`src/rtl/muldiv_unit_if.sv`:
```
// rtl/muldiv_unit_if.sv - request/response bundle between a requester and muldiv_unit
//
// Signals:
//   req_valid  requester -> unit   operation presented
//   req_ready  unit -> requester   unit can accept this cycle (IDLE only)
//   a, b       requester -> unit   32-bit operands rs1 / rs2
//   funct3     requester -> unit   op select (MUL..REMU)
//   resp_valid unit -> requester   result is valid (DONE only)
//   resp_ready requester -> unit   consumer accepts the result
//   result     unit -> requester   32-bit result
//   busy       unit -> requester   unit is not IDLE
interface muldiv_unit_if;
    logic        req_valid;
    logic        req_ready;
    logic [31:0] a;
    logic [31:0] b;
    logic [2:0]  funct3;
    logic        resp_valid;
    logic        resp_ready;
    logic [31:0] result;
    logic        busy;

    modport master (
        output req_valid, a, b, funct3, resp_ready,
        input  req_ready, resp_valid, result, busy
    );

    modport slave (
        input  req_valid, a, b, funct3, resp_ready,
        output req_ready, resp_valid, result, busy
    );
endinterface

```
`src/rtl/muldiv_unit.sv`:
```
// rtl/muldiv_unit.sv - iterative RV32M multiply/divide unit with fixed 33-cycle latency
//
// Ports:
//   clk  system clock, all state updates on the rising edge
//   rst  synchronous active-high reset
//   bus  muldiv_unit_if.slave request/response bundle
//
// Operation: an accepted request spends one setup cycle converting operands to
// magnitudes, then 32 one-bit iterations (shift-add multiply or restoring
// divide). The sign correction and special-case selection happen on the last
// iteration edge, so every operand pattern takes the same 33 cycles.
module muldiv_unit (
    input  logic           clk,
    input  logic           rst,
    muldiv_unit_if.slave   bus
);
    typedef enum logic [1:0] {IDLE, CALC, DONE} state_t;

    state_t      r_state;
    state_t      w_next;
    logic [31:0] r_a;
    logic [31:0] r_b;
    logic [2:0]  r_op;
    logic [4:0]  r_cnt;
    logic        r_setup;
    logic [31:0] r_hi;
    logic [31:0] r_lo;
    logic [31:0] r_mb;
    logic        r_negq;
    logic        r_negr;
    logic [31:0] r_result;

    // Operand signedness per op: multiplies 00/01/10 have signed a, 00/01 signed b;
    // divides are signed when funct3[0] is clear.
    logic        w_a_signed, w_b_signed, w_a_neg, w_b_neg;
    logic [31:0] w_a_mag, w_b_mag;

    assign w_a_signed = r_op[2] ? ~r_op[0] : (r_op[1:0] != 2'b11);
    assign w_b_signed = r_op[2] ? ~r_op[0] : ~r_op[1];
    assign w_a_neg    = w_a_signed & r_a[31];
    assign w_b_neg    = w_b_signed & r_b[31];
    assign w_a_mag    = w_a_neg ? (32'd0 - r_a) : r_a;
    assign w_b_mag    = w_b_neg ? (32'd0 - r_b) : r_b;

    // One iteration step. Multiply: {r_hi,r_lo} is the partial product with the
    // multiplier shifting out of r_lo. Divide: r_hi is the partial remainder and
    // r_lo shifts the dividend out while the quotient shifts in.
    logic [32:0] w_madd;
    logic [32:0] w_shift;
    logic        w_ge;
    logic [31:0] w_sub;
    logic [31:0] w_step_hi, w_step_lo;

    assign w_madd  = {1'b0, r_hi} + (r_lo[0] ? {1'b0, r_mb} : 33'd0);
    assign w_shift = {r_hi, r_lo[31]};
    assign w_ge    = (w_shift >= {1'b0, r_mb});
    // When w_ge holds the difference is below the divisor, so 32 bits suffice.
    assign w_sub   = w_shift[31:0] - r_mb;

    always_comb begin
        w_step_hi = r_hi;
        w_step_lo = r_lo;
        if (r_op[2]) begin
            w_step_hi = w_ge ? w_sub : w_shift[31:0];
            w_step_lo = {r_lo[30:0], w_ge};
        end else begin
            w_step_hi = w_madd[32:1];
            w_step_lo = {w_madd[0], r_lo[31:1]};
        end
    end

    // Final selection, valid on the last iteration edge.
    logic [63:0] w_prod, w_prod_s;
    logic [31:0] w_quo, w_rem, w_final;
    logic        w_b_zero;

    assign w_prod   = {w_step_hi, w_step_lo};
    assign w_prod_s = r_negq ? (64'd0 - w_prod) : w_prod;
    assign w_quo    = r_negq ? (32'd0 - w_step_lo) : w_step_lo;
    assign w_rem    = r_negr ? (32'd0 - w_step_hi) : w_step_hi;
    assign w_b_zero = (r_b == 32'd0);

    always_comb begin
        w_final = 32'd0;
        case (r_op)
            3'b000:                 w_final = w_prod_s[31:0];
            3'b001, 3'b010, 3'b011: w_final = w_prod_s[63:32];
            3'b100, 3'b101:         w_final = w_b_zero ? 32'hFFFF_FFFF : w_quo;
            default:                w_final = w_b_zero ? r_a : w_rem;
        endcase
    end

    always_ff @(posedge clk) begin
        if (rst) r_state <= IDLE;
        else     r_state <= w_next;
    end

    always_comb begin
        w_next = r_state;
        case (r_state)
            IDLE:    if (bus.req_valid) w_next = CALC;
            CALC:    if (!r_setup && r_cnt == 5'd31) w_next = DONE;
            DONE:    if (bus.resp_ready) w_next = IDLE;
            default: w_next = IDLE;
        endcase
    end

    always_ff @(posedge clk) begin
        if (rst) begin
            r_a      <= 32'd0;
            r_b      <= 32'd0;
            r_op     <= 3'd0;
            r_cnt    <= 5'd0;
            r_setup  <= 1'b0;
            r_hi     <= 32'd0;
            r_lo     <= 32'd0;
            r_mb     <= 32'd0;
            r_negq   <= 1'b0;
            r_negr   <= 1'b0;
            r_result <= 32'd0;
        end else begin
            case (r_state)
                IDLE: if (bus.req_valid) begin
                    r_a     <= bus.a;
                    r_b     <= bus.b;
                    r_op    <= bus.funct3;
                    r_cnt   <= 5'd0;
                    r_setup <= 1'b1;
                end
                CALC: if (r_setup) begin
                    r_setup <= 1'b0;
                    r_hi    <= 32'd0;
                    r_lo    <= w_a_mag;
                    r_mb    <= w_b_mag;
                    r_negq  <= w_a_neg ^ w_b_neg;
                    r_negr  <= w_a_neg;
                end else begin
                    r_hi  <= w_step_hi;
                    r_lo  <= w_step_lo;
                    r_cnt <= r_cnt + 5'd1;
                    if (r_cnt == 5'd31) r_result <= w_final;
                end
                default: ;
            endcase
        end
    end

    assign bus.req_ready  = (r_state == IDLE);
    assign bus.resp_valid = (r_state == DONE);
    assign bus.busy       = (r_state != IDLE);
    assign bus.result     = r_result;
endmodule
```
`src/flat_wrapper.sv`:
```
// flat-port wrapper written by rule: the top's interface ports become plain ports
module muldiv_unit_flat 
  (clk, rst, bus_req_valid, bus_a, bus_b, bus_funct3, bus_resp_ready, bus_req_ready, bus_resp_valid, bus_result, bus_busy);
  muldiv_unit_if bus_i ();
  input  logic clk;
  input  logic rst;
  input wire logic [$bits(bus_i.req_valid)-1:0] bus_req_valid;
  input wire logic [$bits(bus_i.a)-1:0] bus_a;
  input wire logic [$bits(bus_i.b)-1:0] bus_b;
  input wire logic [$bits(bus_i.funct3)-1:0] bus_funct3;
  input wire logic [$bits(bus_i.resp_ready)-1:0] bus_resp_ready;
  output wire logic [$bits(bus_i.req_ready)-1:0] bus_req_ready;
  output wire logic [$bits(bus_i.resp_valid)-1:0] bus_resp_valid;
  output wire logic [$bits(bus_i.result)-1:0] bus_result;
  output wire logic [$bits(bus_i.busy)-1:0] bus_busy;
  assign bus_i.req_valid = bus_req_valid;
  assign bus_i.a = bus_a;
  assign bus_i.b = bus_b;
  assign bus_i.funct3 = bus_funct3;
  assign bus_i.resp_ready = bus_resp_ready;
  assign bus_req_ready = bus_i.req_ready;
  assign bus_resp_valid = bus_i.resp_valid;
  assign bus_result = bus_i.result;
  assign bus_busy = bus_i.busy;
  muldiv_unit u_core (.clk(clk), .rst(rst), .bus(bus_i));
endmodule
```
`config.mk`:
```
export PLATFORM = sky130hd
export DESIGN_NAME = muldiv_unit_flat
export DESIGN_NICKNAME = d
export VERILOG_FILES = /design/src/rtl/muldiv_unit_if.sv /design/src/rtl/muldiv_unit.sv /design/src/flat_wrapper.sv
export SDC_FILE = /design/constraint.sdc
export NUM_CORES = 1
export LEC_CHECK = 0
export CAP_MARGIN = 10
export CELL_PAD_IN_SITES_DETAIL_PLACEMENT = 1
export CELL_PAD_IN_SITES_GLOBAL_PLACEMENT = 1
export CORE_MARGIN = 2
export CORE_UTILIZATION = 41
export DETAILED_ROUTE_END_ITERATION = 12
export GPL_TIMING_DRIVEN = 0
export PLACE_DENSITY_LB_ADDON = 0.3
export SETUP_SLACK_MARGIN = 0.2
export SYNTH_ARGS = -nofsm -noshare
export SYNTH_HDL_FRONTEND = slang
export SYNTH_SLANG_ARGS = --single-unit
```
`constraint.sdc`:
```
create_clock -name clk -period 4.5 [get_ports clk]
set_input_delay 0.9 -clock clk [delete_from_list [all_inputs] [get_ports clk]]
set_output_delay 0.9 -clock clk [all_outputs]
set_load 0.01 [all_outputs]
```
# ---- Yosys cells after proc, flatten, opt, wreduce, memory -nomap -nowiden
# Index checks and enable logic that the tools add are counted.
dict set report totals {
  register_bits 205
  inputBits 71
  out_inout_bits 35
  elab_cells 80
}
dict set report classes {
  n_addsub 8
  order_cmp 1
  eq_ne 13
  muxes 25
  n_bitwise 6
  n_reduce_logical 15
}
# operator n
set op_table {}
lappend op_table {{32-bit 2-to-1 mux} 12}
lappend op_table {{1-bit by 32-bit subtractor with 32-bit output, first input constant} 4}
lappend op_table {{32-bit one-hot mux with 3 select lines} 1}
lappend op_table {{64-bit 2-to-1 mux} 1}
lappend op_table {{1-bit by 64-bit subtractor with 64-bit output, first input constant} 1}
lappend op_table {{32-bit by 33-bit adder with 33-bit output} 1}
lappend op_table {{33-bit by 32-bit >= comparator with 1-bit output} 1}
lappend op_table {{32-bit logical NOT} 1}
lappend op_table {{32-bit subtractor} 1}
lappend op_table {{5-bit 2-to-1 mux} 2}
lappend op_table {{5-bit one-hot mux with 2 select lines} 1}
lappend op_table {{3-bit AND reduction} 3}
lappend op_table {{2-bit inequality test, second input constant} 4}
lappend op_table {{3-bit by 2-bit == test with 1-bit output, second input constant} 2}
lappend op_table {{3-bit == test, second input constant} 2}
lappend op_table {{2-bit 2-to-1 mux} 3}
lappend op_table {{2-bit one-hot mux with 3 select lines} 1}
lappend op_table {{2-bit AND reduction} 3}
lappend op_table {{5-bit by 1-bit adder with 5-bit output, second input constant} 1}
lappend op_table {{5-bit == test, second input constant} 1}
lappend op_table {{2-bit nonzero test} 2}
lappend op_table {{3-bit by 1-bit == test with 1-bit output, second input constant} 1}
lappend op_table {{3-bit logical NOT} 1}
lappend op_table {{1-bit 2-to-1 mux} 3}
lappend op_table {{12 further kinds} 15}

# ---- Longest topological paths before layout
dict set report depth {
  ltp_word 7
  ltp_mapped 21
  ltp_nobuf 20
}

# ---- Least setup slack after synthesis
# OpenSTA, ideal clock, no wires.
dict set report synth_timing {
  path_type {reg-to-reg}
  from {register u_core.r_mb[4]}
  to {register u_core.r_result[30], in the netlist u_core.bus.result[30]}
  setup_ns 0.117
  arrival_time_ns 4.726
  t_required_ns 4.383
  slack_ns -0.343
  stages_incl_launch_ff 21
  path_buffers 0
  synth_period_minus_slack_ns 4.843
  path_cell_list {dfxtp_1 > inv_1 > ha_1 > a21o_1 > a31oi_1 > a21oi_1 > a211oi_4 > o211ai_1 > nand2_1 > ha_1 > o21ai_1 > or3_1 > nor4_1 > nand4_1 > or2_1 > nor2_1 > nand3_1 > o31ai_1 > xor2_1 > o211ai_1 > a22o_1}
}
dict set report synth_via {
  elab_chain_cells 7
  elab_cells_between_ends 16
  cone_classes {add/sub (5); order compare (1); mux (10)}
}
# item line
set synth_lines {}
lappend synth_lines {{start, declared} muldiv_unit.sv:28} ;# logic [31:0] r_mb;
lappend synth_lines {{start signal, assigned} muldiv_unit.sv:134} ;# r_mb <= w_b_mag;
lappend synth_lines {{32-bit 2-to-1 mux (tied with other cells)} muldiv_unit.sv:54} ;# assign w_madd = {1'b0, r_hi} + (r_lo[0] ? {1'b0, r_mb} : 33'd0);
lappend synth_lines {{32-bit by 33-bit adder with 33-bit output / 32-bit 2-to-1 mux (equally long branches)} {muldiv_unit.sv:54, muldiv_unit.sv:64}}
lappend synth_lines {{32-bit 2-to-1 mux} muldiv_unit.sv:63} ;# if (r_op[2]) begin
lappend synth_lines {{1-bit by 32-bit subtractor with 32-bit output} muldiv_unit.sv:80} ;# assign w_rem = r_negr ? (32'd0 - w_step_hi) : w_step_hi;
lappend synth_lines {{32-bit 2-to-1 mux} muldiv_unit.sv:80}
lappend synth_lines {{32-bit 2-to-1 mux} muldiv_unit.sv:89} ;# default: w_final = w_b_zero ? r_a : w_rem;
lappend synth_lines {{32-bit one-hot mux with 3 select lines (*)} muldiv_unit.sv:85} ;# case (r_op)
lappend synth_lines {{end signal, assigned} muldiv_unit.sv:141} ;# if (r_cnt == 5'd31) r_result <= w_final;
lappend synth_lines {{end, declared} muldiv_unit.sv:31} ;# logic [31:0] r_result;
# Mark *: on every way between the ends. The rest lies on a longest branch, timed or not.
# A chain may end at the register's enable or synchronous reset.

# ---- Final worst setup path
dict set report layout_timing {
  from {register u_core.r_hi[0]}
  to {register u_core.r_result[31], in the netlist u_core.bus.result[31]}
}
dict set report layout_via {
  elab_chain_cells 7
  elab_cells_between_ends 15
  cone_classes {add/sub (5); order compare (1); mux (9)}
}
# item line
set layout_lines {}
lappend layout_lines {{start, declared} muldiv_unit.sv:26} ;# logic [31:0] r_hi;
lappend layout_lines {{start signal, assigned} muldiv_unit.sv:138} ;# r_hi <= w_step_hi;
lappend layout_lines {{32-bit subtractor / 33-bit by 32-bit >= comparator with 1-bit output (equally long branches)} {muldiv_unit.sv:58, muldiv_unit.sv:56}}
lappend layout_lines {{32-bit 2-to-1 mux} muldiv_unit.sv:64} ;# w_step_hi = w_ge ? w_sub : w_shift[31:0];
lappend layout_lines {{32-bit 2-to-1 mux} muldiv_unit.sv:63}
lappend layout_lines {{1-bit by 32-bit subtractor with 32-bit output} muldiv_unit.sv:80}
lappend layout_lines {{32-bit 2-to-1 mux} muldiv_unit.sv:80}
lappend layout_lines {{32-bit 2-to-1 mux} muldiv_unit.sv:89}
lappend layout_lines {{32-bit one-hot mux with 3 select lines (*)} muldiv_unit.sv:85}
# Marks and branches as above.

==> reports/qor.yml <==
routing:
  routed_wl_um: 91600
  dr.pass1.iters: 6
  via_count: 20800
  vias_per_cell: 6.49
  drc: 0
  ant_nets: 0
  wire_per_inst_um: 28.6
  drtIter0Drc: 1863
power_and_ir_drop:
  powerDensity_mw_per_mm2: 333
  peakVddDrop_mv: 0.267
  power_mw: 7.67
  p_leak_nw: 8.77
sta:
  rsz0062_at_grt: "true"
  worst_pin_slew_ps: 1340
  slew_violations: 0
  period_needed_ps: 4890
  fmax_mhz: 204
  finalCritPeriodShare_pct: 109
  relSlewSlack_pct: 10.7
  setup_ws_ps: -393
  skew_ps: 15.1
  timing.final.hold_violations: 0
  finalSetupTns_ps: -5300
  final-setup-viol-count: 28
grt:
  grt_max_degree: 14
  antenna_found_initial: 3
  top_usage_layer: "met2"
  met3_usage_pct: 7.66
  grt_pass1_vias: 20500
  grtUsageMet2_pct: 63.2
  grt_pass1_wl_um: 132000
  track_usage_pct: 40.2
  grt_remaining_overflow: 0
  met1_usage_pct: 52.6
die:
  std_cell_rows: 74
  initial_core_util_pct: 41.6
  die_y_um: 207
  ioPinCount: 106
  dieWidth_um: 207
  core_mm2: 0.0408
  die_area_mm2: 0.0431
critical_path:
  critical_path.max_stage_delay_ps: 980
  worstPathRequired_ps: 4980
  path_common_cell: "nand2_1"
  criticalPathCategory: "flip-flop to flip-flop"
  crit_slowest_cell: "a32oi_1"
  r2r_setup_slack_ps: -390
  r2r_cells: 15
  timing.rr.end: "u_core.bus.result[31]"
  critPathLaunchType: "flip-flop"
  reg2reg_from: "u_core.r_hi[0]"
  crit_family: "compound AO/OA/AOI/OAI gates"
  worst_ep_arrival_time_ps: 5370
  path_buf_inv: 2
  crit_fanout: 10
  endpoint_kind: "flip-flop"
  crit_chain: "ha_4 -> nor2b_2 -> o2111ai_2 -> a21oi_4 -> buf_4 -> a211o_1 -> clkbuf_4 -> a31oi_1 -> o21ai_0 -> xnor2_1 -> nand2_1 -> a32oi_1 -> nand2_1 -> mux2_2 -> a311oi_2"
layout:
  nets: 2792
  stdcell_count: 3202
  layout-drive-gt1-share_pct: 22.9
  syn_to_final_growth_pct: 35.9
yosys:
  synth_seq_cells: 205
  synth_compound_area_share_pct: 29.1
  synth_area_mm2: 0.0170
  synthXorXnorAreaFrac_pct: 8.82
  yosysUniqueCellTypes: 100
  synth_top_cell_by_area: "dfxtp_1"
  synth.avg_cell_area_um2: 7.23
  synth-edff-count: 0
  ys_top_cells_by_area: "dfxtp_1 24%, a21oi_1 7.5%, nand2_1 7.2%"
  yosys_warnings: 0
  syn_inst: 2348
  synth-main-ff-cell: "dfxtp_1"
  synth_nets: 2491
  synth_top_cells_by_count: "326 x nand2_1, 265 x nor2_1, 255 x a21oi_1"
  synth_top_family_by_area: "compound AO/OA/AOI/OAI gates"
  synth_adder_area_share_pct: 5.39
  synthArstFlopShare_pct: 0
  muxShareOfSynthArea_pct: 3.25
  synth_top_area_share_pct: 24.2
  yosysMostFrequentCell: "nand2_1"
  yosysSeqAreaShare_pct: 24.2
  yosys.area_share.simple_pct: 24.1
hold_path:
  whs_path_depth: 2
  worstHoldStart: "u_core.r_b[12]"
  hold_path_end: "u_core.r_b[12]"
  holdCritPathClass: "flip-flop to flip-flop"
place:
  port_buffers: 104
  gp_congestion: 0.999
  placed_cells: 2985
  pre_cts_ws_ps: -2040
  place_hpwl_um: 65100
clock_tree:
  path_clk_slew_ps: 60
  ctsHoldBuffers: 0
  clockBufferDepth: 3
  htreeDepth: 1
  cts_buffers: 26
  root_buffer: "clkbuf_16"
  cts_tree: "yes"
  clock_latency_ps: 570
  clock-sinks: 205
outcome:
  status: "finished with violations"
  violations: "negative setup slack"
run:
  maxCapViolations: 0
[sequential cells by signal (all words and copies together) (netlist names)]
signal,flops
u_core.r_hi,32
u_core.r_b,32
u_core.r_a,32
u_core.r_cnt,5
u_core.r_negr,1
u_core.r_op,3
u_core.bus.result,32
u_core.r_mb,32
u_core.r_negq,1
u_core.r_lo,32
u_core.r_setup,1
u_core.r_state,2
[tightest hold or removal path: stages, from the launching register on]
cell and delay (ps):
dfxtp_1 320, nand2_1 60, a21oi_1 50
[power by group]
| part | internal [mW] | switching [mW] | leakage, nW |
|---|---|---|---|
| registers | 1.89 | 0.138 | 1.70 |
| clock network | 1.29 | 0.930 | 0.417 |
| logic | 1.37 | 2.06 | 6.66 |
[area by class of cell]
type                       count  area (um2)
clock inverter                16         181
sequential                   205        4220
buffer                       157         877
multi-input combinational   1924       13700
antenna                        1        2.50
inverter                      62         233
clock buffer                  32         704
timing repair buffer         273        2460
fill                        4943       17800
tap                          532         666
[worst max-delay path by stage]
stage	startpoint	end	slack, ps	cells after the start
after floorplan	u_core.r_mb[12]	u_core.bus.result[30]	60	21
after global placement	u_core.r_op[2]	u_core.bus.result[30]	-1890	16
after detailed placement	u_core.r_lo[0]	u_core.bus.result[31]	-2040	16
after CTS	u_core.r_mb[12]	u_core.bus.result[30]	-200	24
after global routing	u_core.r_mb[20]	u_core.bus.result[31]	-430	20
final	u_core.r_hi[0]	u_core.bus.result[31]	-390	15
[cells by family (layout without fill, tap and decap cells)]
kind of cell	after synthesis	in the layout
fa+ha+maj	72	72
compound gates	738	738
buf+inv	219	540
mux	53	53
xor+xnor	171	171
simple gates	890	890
other cells	0	1
flops	205	205
[placed cells by master (no fill, tap or decap), types with 27 or more instances in the layout]
cell type,count
nand2_1,316
nor2_1,260
a21oi_1,228
dfxtp_1,154
buf_4,151
clkdlybuf4s50_1,104
clkbuf_1,101
xnor2_1,83
o21ai_0,81
xor2_1,78
a211oi_1,65
inv_1,51
and2_1,49
nor3_1,47
ha_1,42
nand4_1,31
o211ai_1,31
a21o_1,30
mux2i_1,30
buf_6,29
dfxtp_2,29
nand3_1,28
clkbuf_16,27
[metal layers]
| layer | vias up | routed length [um] |
|---|---|---|
| li1 | 9060 | - |
| met1 | 10300 | 37500 |
| met2 | 1080 | 40200 |
| met3 | 321 | 8470 |
| met4 | 0 | 5400 |
| met5 | - | 0 |
[what timing repair did]
item / CTS / global route
endpoints found under the hold margin: 0 / 0
endpoints found under the setup margin: 109 / 33
buffers inserted: 134 / 34
pin swaps: 121 / 77
gates resized for setup: 407 / 102
[stage by stage]
step / utilization [%] / hold slack, ps / area (um2)
6_report: 56.5 / 486 / 23100
5_1_grt: 56.5 / 512 / 23100
3_3_place_gp: 45.8 / 454 / 18700
4_1_cts: 54.7 / 487 / 22300
2_1_floorplan: - / 436 / 17000
3_5_place_dp: 45.8 / 467 / 18700
(Power assumes the default switching activity.)
